<file path="config.mk">
export PLATFORM = sky130hd
export DESIGN_NAME = seq_shift_add_multiplier
export DESIGN_NICKNAME = d
export VERILOG_FILES = /design/src/rtl/seq_shift_add_multiplier_pkg.sv /design/src/rtl/seq_shift_add_multiplier_adder.sv /design/src/rtl/seq_shift_add_multiplier.sv
export SDC_FILE = /design/constraint.sdc
export NUM_CORES = 1
export LEC_CHECK = 0
export CAP_MARGIN = 15
export CORE_ASPECT_RATIO = 0.9
export CORE_MARGIN = 4
export CORE_UTILIZATION = 52
export CTS_CLUSTER_SIZE = 28
export DETAILED_ROUTE_END_ITERATION = 6
export PLACE_DENSITY = 0.84
export SLEW_MARGIN = 10
export SYNTH_ARGS = -nofsm -noshare
export SYNTH_HDL_FRONTEND = slang
export SYNTH_SLANG_ARGS = --single-unit
</file>
<file path="constraint.sdc">
create_clock -name clk -period 9.5 [get_ports clk]
set_input_delay 2.375 -clock clk [delete_from_list [all_inputs] [get_ports clk]]
set_output_delay 2.375 -clock clk [all_outputs]
set_load 0.005 [all_outputs]
</file>
<file path="src/rtl/seq_shift_add_multiplier_pkg.sv">
// Shared constants and FSM state encoding for the sequential shift-add multiplier
// and the ripple-carry adder it drives.
package seq_shift_add_multiplier_pkg;

  localparam int MUL_WIDTH = 8;
  localparam int MUL_CNT_W = 3;

  typedef enum logic [1:0] {
    ST_IDLE = 2'd0,
    ST_RUN  = 2'd1,
    ST_DONE = 2'd2
  } state_e;

endpackage

</file>
<file path="src/rtl/seq_shift_add_multiplier_adder.sv">
// Purely combinational ripple-carry adder: S = A + B with carry-out c8.
// Each bit position is a full adder chained through carry_s.
module seq_shift_add_multiplier_adder
  import seq_shift_add_multiplier_pkg::*;
#(
  parameter int WIDTH = MUL_WIDTH
) (
  input  logic [WIDTH-1:0] a_in,
  input  logic [WIDTH-1:0] b_in,
  output logic [WIDTH-1:0] s_out,
  output logic             c8_out
);

  logic [WIDTH:0] carry_s;

  assign carry_s[0] = 1'b0;

  for (genvar i = 0; i < WIDTH; i++) begin : g_fa
    assign s_out[i]     = a_in[i] ^ b_in[i] ^ carry_s[i];
    assign carry_s[i+1] = (a_in[i] & b_in[i]) | (carry_s[i] & (a_in[i] ^ b_in[i]));
  end

  assign c8_out = carry_s[WIDTH];

endmodule

</file>
<file path="src/rtl/seq_shift_add_multiplier.sv">
// Unsigned WIDTHxWIDTH multiplier, one shift-add step per clock, with
// valid/ready handshakes on both the operand and product sides.
module seq_shift_add_multiplier
  import seq_shift_add_multiplier_pkg::*;
#(
  parameter int WIDTH = MUL_WIDTH,
  parameter int CNT_W = MUL_CNT_W
) (
  input  logic               clk,
  input  logic               rst_n,
  input  logic               in_valid,
  output logic               in_ready,
  input  logic [WIDTH-1:0]   a,
  input  logic [WIDTH-1:0]   b,
  output logic               out_valid,
  input  logic               out_ready,
  output logic [2*WIDTH-1:0] product,
  output logic               busy
);

  state_e           state_q, state_d;
  logic [WIDTH-1:0] acc_q, acc_d;
  logic [WIDTH-1:0] mq_q, mq_d;
  logic [WIDTH-1:0] mcand_q, mcand_d;
  logic [CNT_W-1:0] cnt_q, cnt_d;

  logic [WIDTH-1:0] add_s;
  logic             c8_s;
  logic [WIDTH:0]   sum_s;

  seq_shift_add_multiplier_adder #(
    .WIDTH (WIDTH)
  ) u_eight_bit_ripple_carry_adder (
    .a_in   (acc_q),
    .b_in   (mcand_q),
    .s_out  (add_s),
    .c8_out (c8_s)
  );

  // Partial-sum selection for the current multiplier bit; carry lands in sum_s[WIDTH].
  always_comb begin
    sum_s = {1'b0, acc_q};
    if (mq_q[0]) begin
      sum_s = {c8_s, add_s};
    end else begin
      sum_s = {1'b0, acc_q};
    end
  end

  // Next-state and datapath update for the IDLE/RUN/DONE sequencer.
  always_comb begin
    state_d = state_q;
    acc_d   = acc_q;
    mq_d    = mq_q;
    mcand_d = mcand_q;
    cnt_d   = cnt_q;
    case (state_q)
      ST_IDLE: begin
        if (in_valid) begin
          mcand_d = a;
          mq_d    = b;
          acc_d   = '0;
          cnt_d   = '0;
          state_d = ST_RUN;
        end else begin
          state_d = ST_IDLE;
        end
      end
      ST_RUN: begin
        acc_d = sum_s[WIDTH:1];
        mq_d  = {sum_s[0], mq_q[WIDTH-1:1]};
        cnt_d = cnt_q + CNT_W'(1);
        if (cnt_q == CNT_W'(WIDTH - 1)) begin
          state_d = ST_DONE;
        end else begin
          state_d = ST_RUN;
        end
      end
      ST_DONE: begin
        if (out_ready) begin
          state_d = ST_IDLE;
        end else begin
          state_d = ST_DONE;
        end
      end
      default: begin
        state_d = ST_IDLE;
      end
    endcase
  end

  // State and datapath registers; reset clears everything so no stale product leaks.
  always_ff @(posedge clk or negedge rst_n) begin
    if (!rst_n) begin
      state_q <= ST_IDLE;
      acc_q   <= '0;
      mq_q    <= '0;
      mcand_q <= '0;
      cnt_q   <= '0;
    end else begin
      state_q <= state_d;
      acc_q   <= acc_d;
      mq_q    <= mq_d;
      mcand_q <= mcand_d;
      cnt_q   <= cnt_d;
    end
  end

  // Handshake flags decode straight from the state flop; product is the acc/mq pair.
  assign in_ready  = (state_q == ST_IDLE);
  assign out_valid = (state_q == ST_DONE);
  assign busy      = (state_q != ST_IDLE);
  assign product   = {acc_q, mq_q};

endmodule

</file>
==> results_tabular.tex <==
\begin{tabular}{lr}
\hline
Metric & Value \\
\hline
\multicolumn{2}{l}{\textbf{Pwr}} \\
\quad P\_sw & 0.0002427 W \\
\quad Total power divided by cell area & 325.1 mW/mm² \\
\quad Static leakage power & 0.8543 nW \\
\quad Sw frac & 37.83\% \\
\quad Relative contribution of the clock network to total power & 11.1\% \\
\quad Share of power burned in combinational logic & 50.3\% \\
\quad Largest voltage drop on the vdd net & 0.1360 mV \\
\quad Register share of total power & 38.6\% \\
\quad Internal power component & roughly 0.0004 W \\
\multicolumn{2}{l}{\textbf{Timing}} \\
\quad Number of endpoints failing setup at the final stage & 0 \\
\quad Slew Limit Headroom & 30.20\% \\
\quad Final Critical Period & 4048 ps \\
\quad Final Max Slew Viols & 0 \\
\quad Worst clock skew & 14.56 ps \\
\quad Final Hold Fails & 0 \\
\quad RSZ-0062 raised after global routing & false \\
\quad Slew of the pin with the lowest slew margin & around 1000 ps \\
\quad Fin crit share & $\sim$43\% \\
\quad Setup TNS & 0 ps \\
\quad Peak clock frequency supported by timing & 247.0 MHz \\
\multicolumn{2}{l}{\textbf{Synthesis}} \\
\quad Cells after synthesis & 128 \\
\quad Top flip-flop cell by instance count after synthesis & sky130\_fd\_sc\_hd\_\_dfrtp\_1 \\
\quad Mux cell area share after synthesis & between 10\% and 20\% \\
\quad Arithmetic-cell share of the synthesized area counting full adders, half adders and majority gates & 11.58\% \\
\quad Distinct cell type count of the synthesized netlist & 25 \\
\quad Asr flop ratio synth & 100.0\% \\
\quad Total of flip-flops plus latches after synthesis & 29 \\
\quad Syn avg cell area & between 10 and 15 µm² \\
\quad Register area share after synthesis & 47.31\% \\
\quad Fraction of the mapped netlist area in compound gates & between 10\% and 20\% \\
\quad Number of synthesized flops with an enable pin & 0 \\
\quad Largest family of logic cells by synthesized area & compound AO/OA/AOI/OAI gates \\
\quad Area share of and/or/nand/nor cells after synthesis & 7.178\% \\
\quad Syn Nets & between 150 and 200 \\
\quad Parity-gate share of the synthesized area counting xor and xnor cells & 0\% \\
\quad Yosys warns & 0 \\
\quad Cell Area, Synth & 0.001534 mm² \\
\multicolumn{2}{l}{\textbf{Clock network}} \\
\quad Buffers inserted during post-CTS setup optimization & 0 \\
\quad Clk buf depth & 2 \\
\quad Number of buffers inserted during clock tree synthesis & 5 \\
\quad Total of cells resized after clock tree synthesis & 0 \\
\quad Count of hold buffers inserted by post-cts repair & 0 \\
\quad Count of clock tree sinks & 29 \\
\quad Clock latency at the later pin of the worst-skew pair & 330 ps \\
\quad CTS HTree Levels & 2 \\
\quad Clk Tree Root Cell & sky130\_fd\_sc\_hd\_\_clkbuf\_4 \\
\quad TritonCTS clock tree & built \\
\quad Clock transition at path regs & about 90 ps \\
\multicolumn{2}{l}{\textbf{Finish}} \\
\quad Final nets & 196 \\
\quad Reg area & 725.7 µm² \\
\quad Most frequent cells in the layout & 38 x sky130\_fd\_sc\_hd\_\_clkdlybuf4s50\_1, 29 x sky130\_fd\_sc\_hd\_\_dfrtp\_1, 19 x sky130\_fd\_sc\_hd\_\_nand2\_1 \\
\quad Area occupied by multi-input gates & 720.7 µm² \\
\quad Share of post-route cells with drive strength above 1 & 14.37\% \\
\quad Area growth from synthesis to final layout & 28.63\% \\
\quad Filler cell count in the final layout & roughly 230 \\
\quad Most common cell after layout, fill and taps aside & sky130\_fd\_sc\_hd\_\_clkdlybuf4s50\_1 \\
\quad Final standard cell count with taps included and fillers excluded & 207 \\
\quad Antenna Diode Count & 0 \\
\multicolumn{2}{l}{\textbf{Floorplan}} \\
\quad Starting Density & 54.93\% \\
\quad Width of the die & about 65 µm \\
\quad Total I/O pin count & 39 \\
\quad Overall die area & 0.003884 mm² \\
\quad Area of the core region & 0.002793 mm² \\
\quad Die H & around 60 µm \\
\quad Std-Cell Rows & 18 \\
\multicolumn{2}{l}{\textbf{Routing}} \\
\quad Starting DRC count in detailed routing & 78 \\
\quad Post-detailed-route count of antenna-violating nets & 0 \\
\quad Vias per inst & 5.348 \\
\quad Routed vias & 1107 \\
\quad Wirelength, routed & 3.145 mm \\
\quad Number of optimization iterations in the first detailed-route pass & 4 \\
\quad Post-DR wirelength/cell & 15.19 µm \\
\quad DRC violations left & 0 \\
\multicolumn{2}{l}{\textbf{Global routing}} \\
\quad Maximum number of pins on one net before global-route repair & 30 \\
\quad Antenna violations before repair & 0 \\
\quad Vias in the first global route & 1193 \\
\quad Overflow left after global routing & 0 \\
\quad GRT Total Usage & 18.06\% \\
\quad Global-route wire length before repair & 5.181 mm \\
\multicolumn{2}{l}{\textbf{Run status}} \\
\quad Run status & complete, no violations \\
\multicolumn{2}{l}{\textbf{Placement}} \\
\quad Post-DP HPWL & 2.356 mm \\
\quad Port buffer count & 38 \\
\quad Routability congestion estimate & 0.7730 \\
\quad Cells after DPL & 199 \\
\multicolumn{2}{l}{\textbf{Worst setup path}} \\
\quad Crit. End Element & primary output \\
\quad Worst reg-to-reg path cell count & 12 \\
\quad Worst setup SP type & flop \\
\quad Critical Path End & out\_valid \\
\quad First element of the critical path & state\_q[1]\$\_DFF\_PN0\_ \\
\quad Slack of the worst reg-to-reg path & 5780 ps \\
\quad Worst endpoint required time & between 7000 and 8000 ps \\
\quad Critical path class & reg -> out \\
\quad Worst r2r src & acc\_q[0]\$\_DFFE\_PN0P\_ \\
\quad R2R Path End & acc\_q[6]\$\_DFFE\_PN0P\_ \\
\quad Crit-path max FO & 12 \\
\quad Data arrival time of the critical path & between 1500 and 2000 ps \\
\multicolumn{2}{l}{\textbf{Flow run}} \\
\quad Max-Cap Viols & 0 \\
\multicolumn{2}{l}{\textbf{Worst hold path}} \\
\quad Worst Min Path Start & cnt\_q[0]\$\_DFFE\_PN0P\_ \\
\quad Class of the worst hold path & reg -> reg \\
\hline
\end{tabular}
==> synthesized netlist by cell type (2+ instances only) <==
| cell type | number | share of area, % |
|---|---|---|
| sky130_fd_sc_hd__buf_2 | 4 | 1.3 |
| sky130_fd_sc_hd__fa_1 | 7 | 9.1 |
| sky130_fd_sc_hd__o21ai_1 | 8 | 2.6 |
| sky130_fd_sc_hd__mux2i_1 | 7 | 4.6 |
| sky130_fd_sc_hd__o22ai_1 | 4 | 1.6 |
| sky130_fd_sc_hd__nor2b_1 | 2 | 0.82 |
| sky130_fd_sc_hd__o22ai_2 | 6 | 4.9 |
| sky130_fd_sc_hd__o21bai_1 | 2 | 0.98 |
| sky130_fd_sc_hd__ha_1 | 3 | 2.4 |
| sky130_fd_sc_hd__inv_1 | 10 | 2.4 |
| sky130_fd_sc_hd__dfrtp_1 | 29 | 47 |
| sky130_fd_sc_hd__a22oi_1 | 7 | 3.4 |
| sky130_fd_sc_hd__nand2_1 | 19 | 4.6 |
| sky130_fd_sc_hd__buf_6 | 2 | 1.5 |
| sky130_fd_sc_hd__mux2_4 | 8 | 7.8 |
==> cell families (layout without fill, tap and decap cells) <==
kind of cell             Yosys count  count (layout)
adder cells (fa/ha/maj)           10              10
flip-flops                        29              29
multiplexers                      16              16
AO/OA/AOI/OAI                     30              30
buffers and inverters             18              57
AND/OR/NAND/NOR                   25              25
==> power groups by stage <==
stage	registers (W)	clock network, W	logic (W)
detailed placement	0.000249	0	0.000330
CTS	0.000247	0.0000740	0.000329
floorplan	0.000227	0	0.000226
global placement	0.000245	0	0.000309
global route	0.000257	0.0000784	0.000364
finish	0.000248	0.0000711	0.000323
==> through the flow <==
step	worst slack (ps)	hold WS (ps)	area, µm²	total power [W]	util (%)
4_1_cts	5445	500.0	1973	0.0006509	70.65
3_5_place_dp	5281	484.4	1922	0.0005785	68.82
2_1_floorplan	5982	454.5	1534	0.0004539	-
5_1_grt	5356	539.0	1973	0.0006996	70.65
6_report	5452	494.6	1973	0.0006415	70.65
3_3_place_gp	5343	471.7	1922	0.0005536	68.82
==> metal layers <==
metal,share of wire (%),up-vias,GRT usage [%]
met5,0,-,0
met4,2.4,0,10.65
met3,5.3,9,5.693
met2,52,34,30.74
met1,40,550,19.95
li1,-,514,-
==> sequential cells by signal (all words and copies together) (netlist names) <==
register	count
mq_q	8
cnt_q	3
mcand_q	8
state_q	2
acc_q	8
==> layout make-up <==
type,count,area share (%)
Inverter,10,1.902
Clock buffer,6,2.093
Clock inverter,2,0.5073
Timing Repair Buffer,39,19.66
Multi-Input combinational cell,81,36.53
Sequential cell,29,36.78
Tap cell,40,2.536
==> worst min path at each step <==
stage | end | slack [ps] | cells past startpoint
2_1_floorplan | cnt_q[0]$_DFFE_PN0P_ | 450 | 1
3_3_place_gp | cnt_q[0]$_DFFE_PN0P_ | 470 | 1
3_5_place_dp | cnt_q[0]$_DFFE_PN0P_ | 480 | 1
4_1_cts | cnt_q[0]$_DFFE_PN0P_ | 500 | 1
5_1_grt | cnt_q[0]$_DFFE_PN0P_ | 540 | 1
6_report | cnt_q[0]$_DFFE_PN0P_ | 490 | 1
==> worst max-delay path, cell delays in order (launching register included) <==
cell                              delay [ps]
sky130_fd_sc_hd__dfrtp_1                 570
sky130_fd_sc_hd__nor2b_1                 230
sky130_fd_sc_hd__clkdlybuf4s50_1         540
Note: power is estimated with default switching activity, not from simulation.
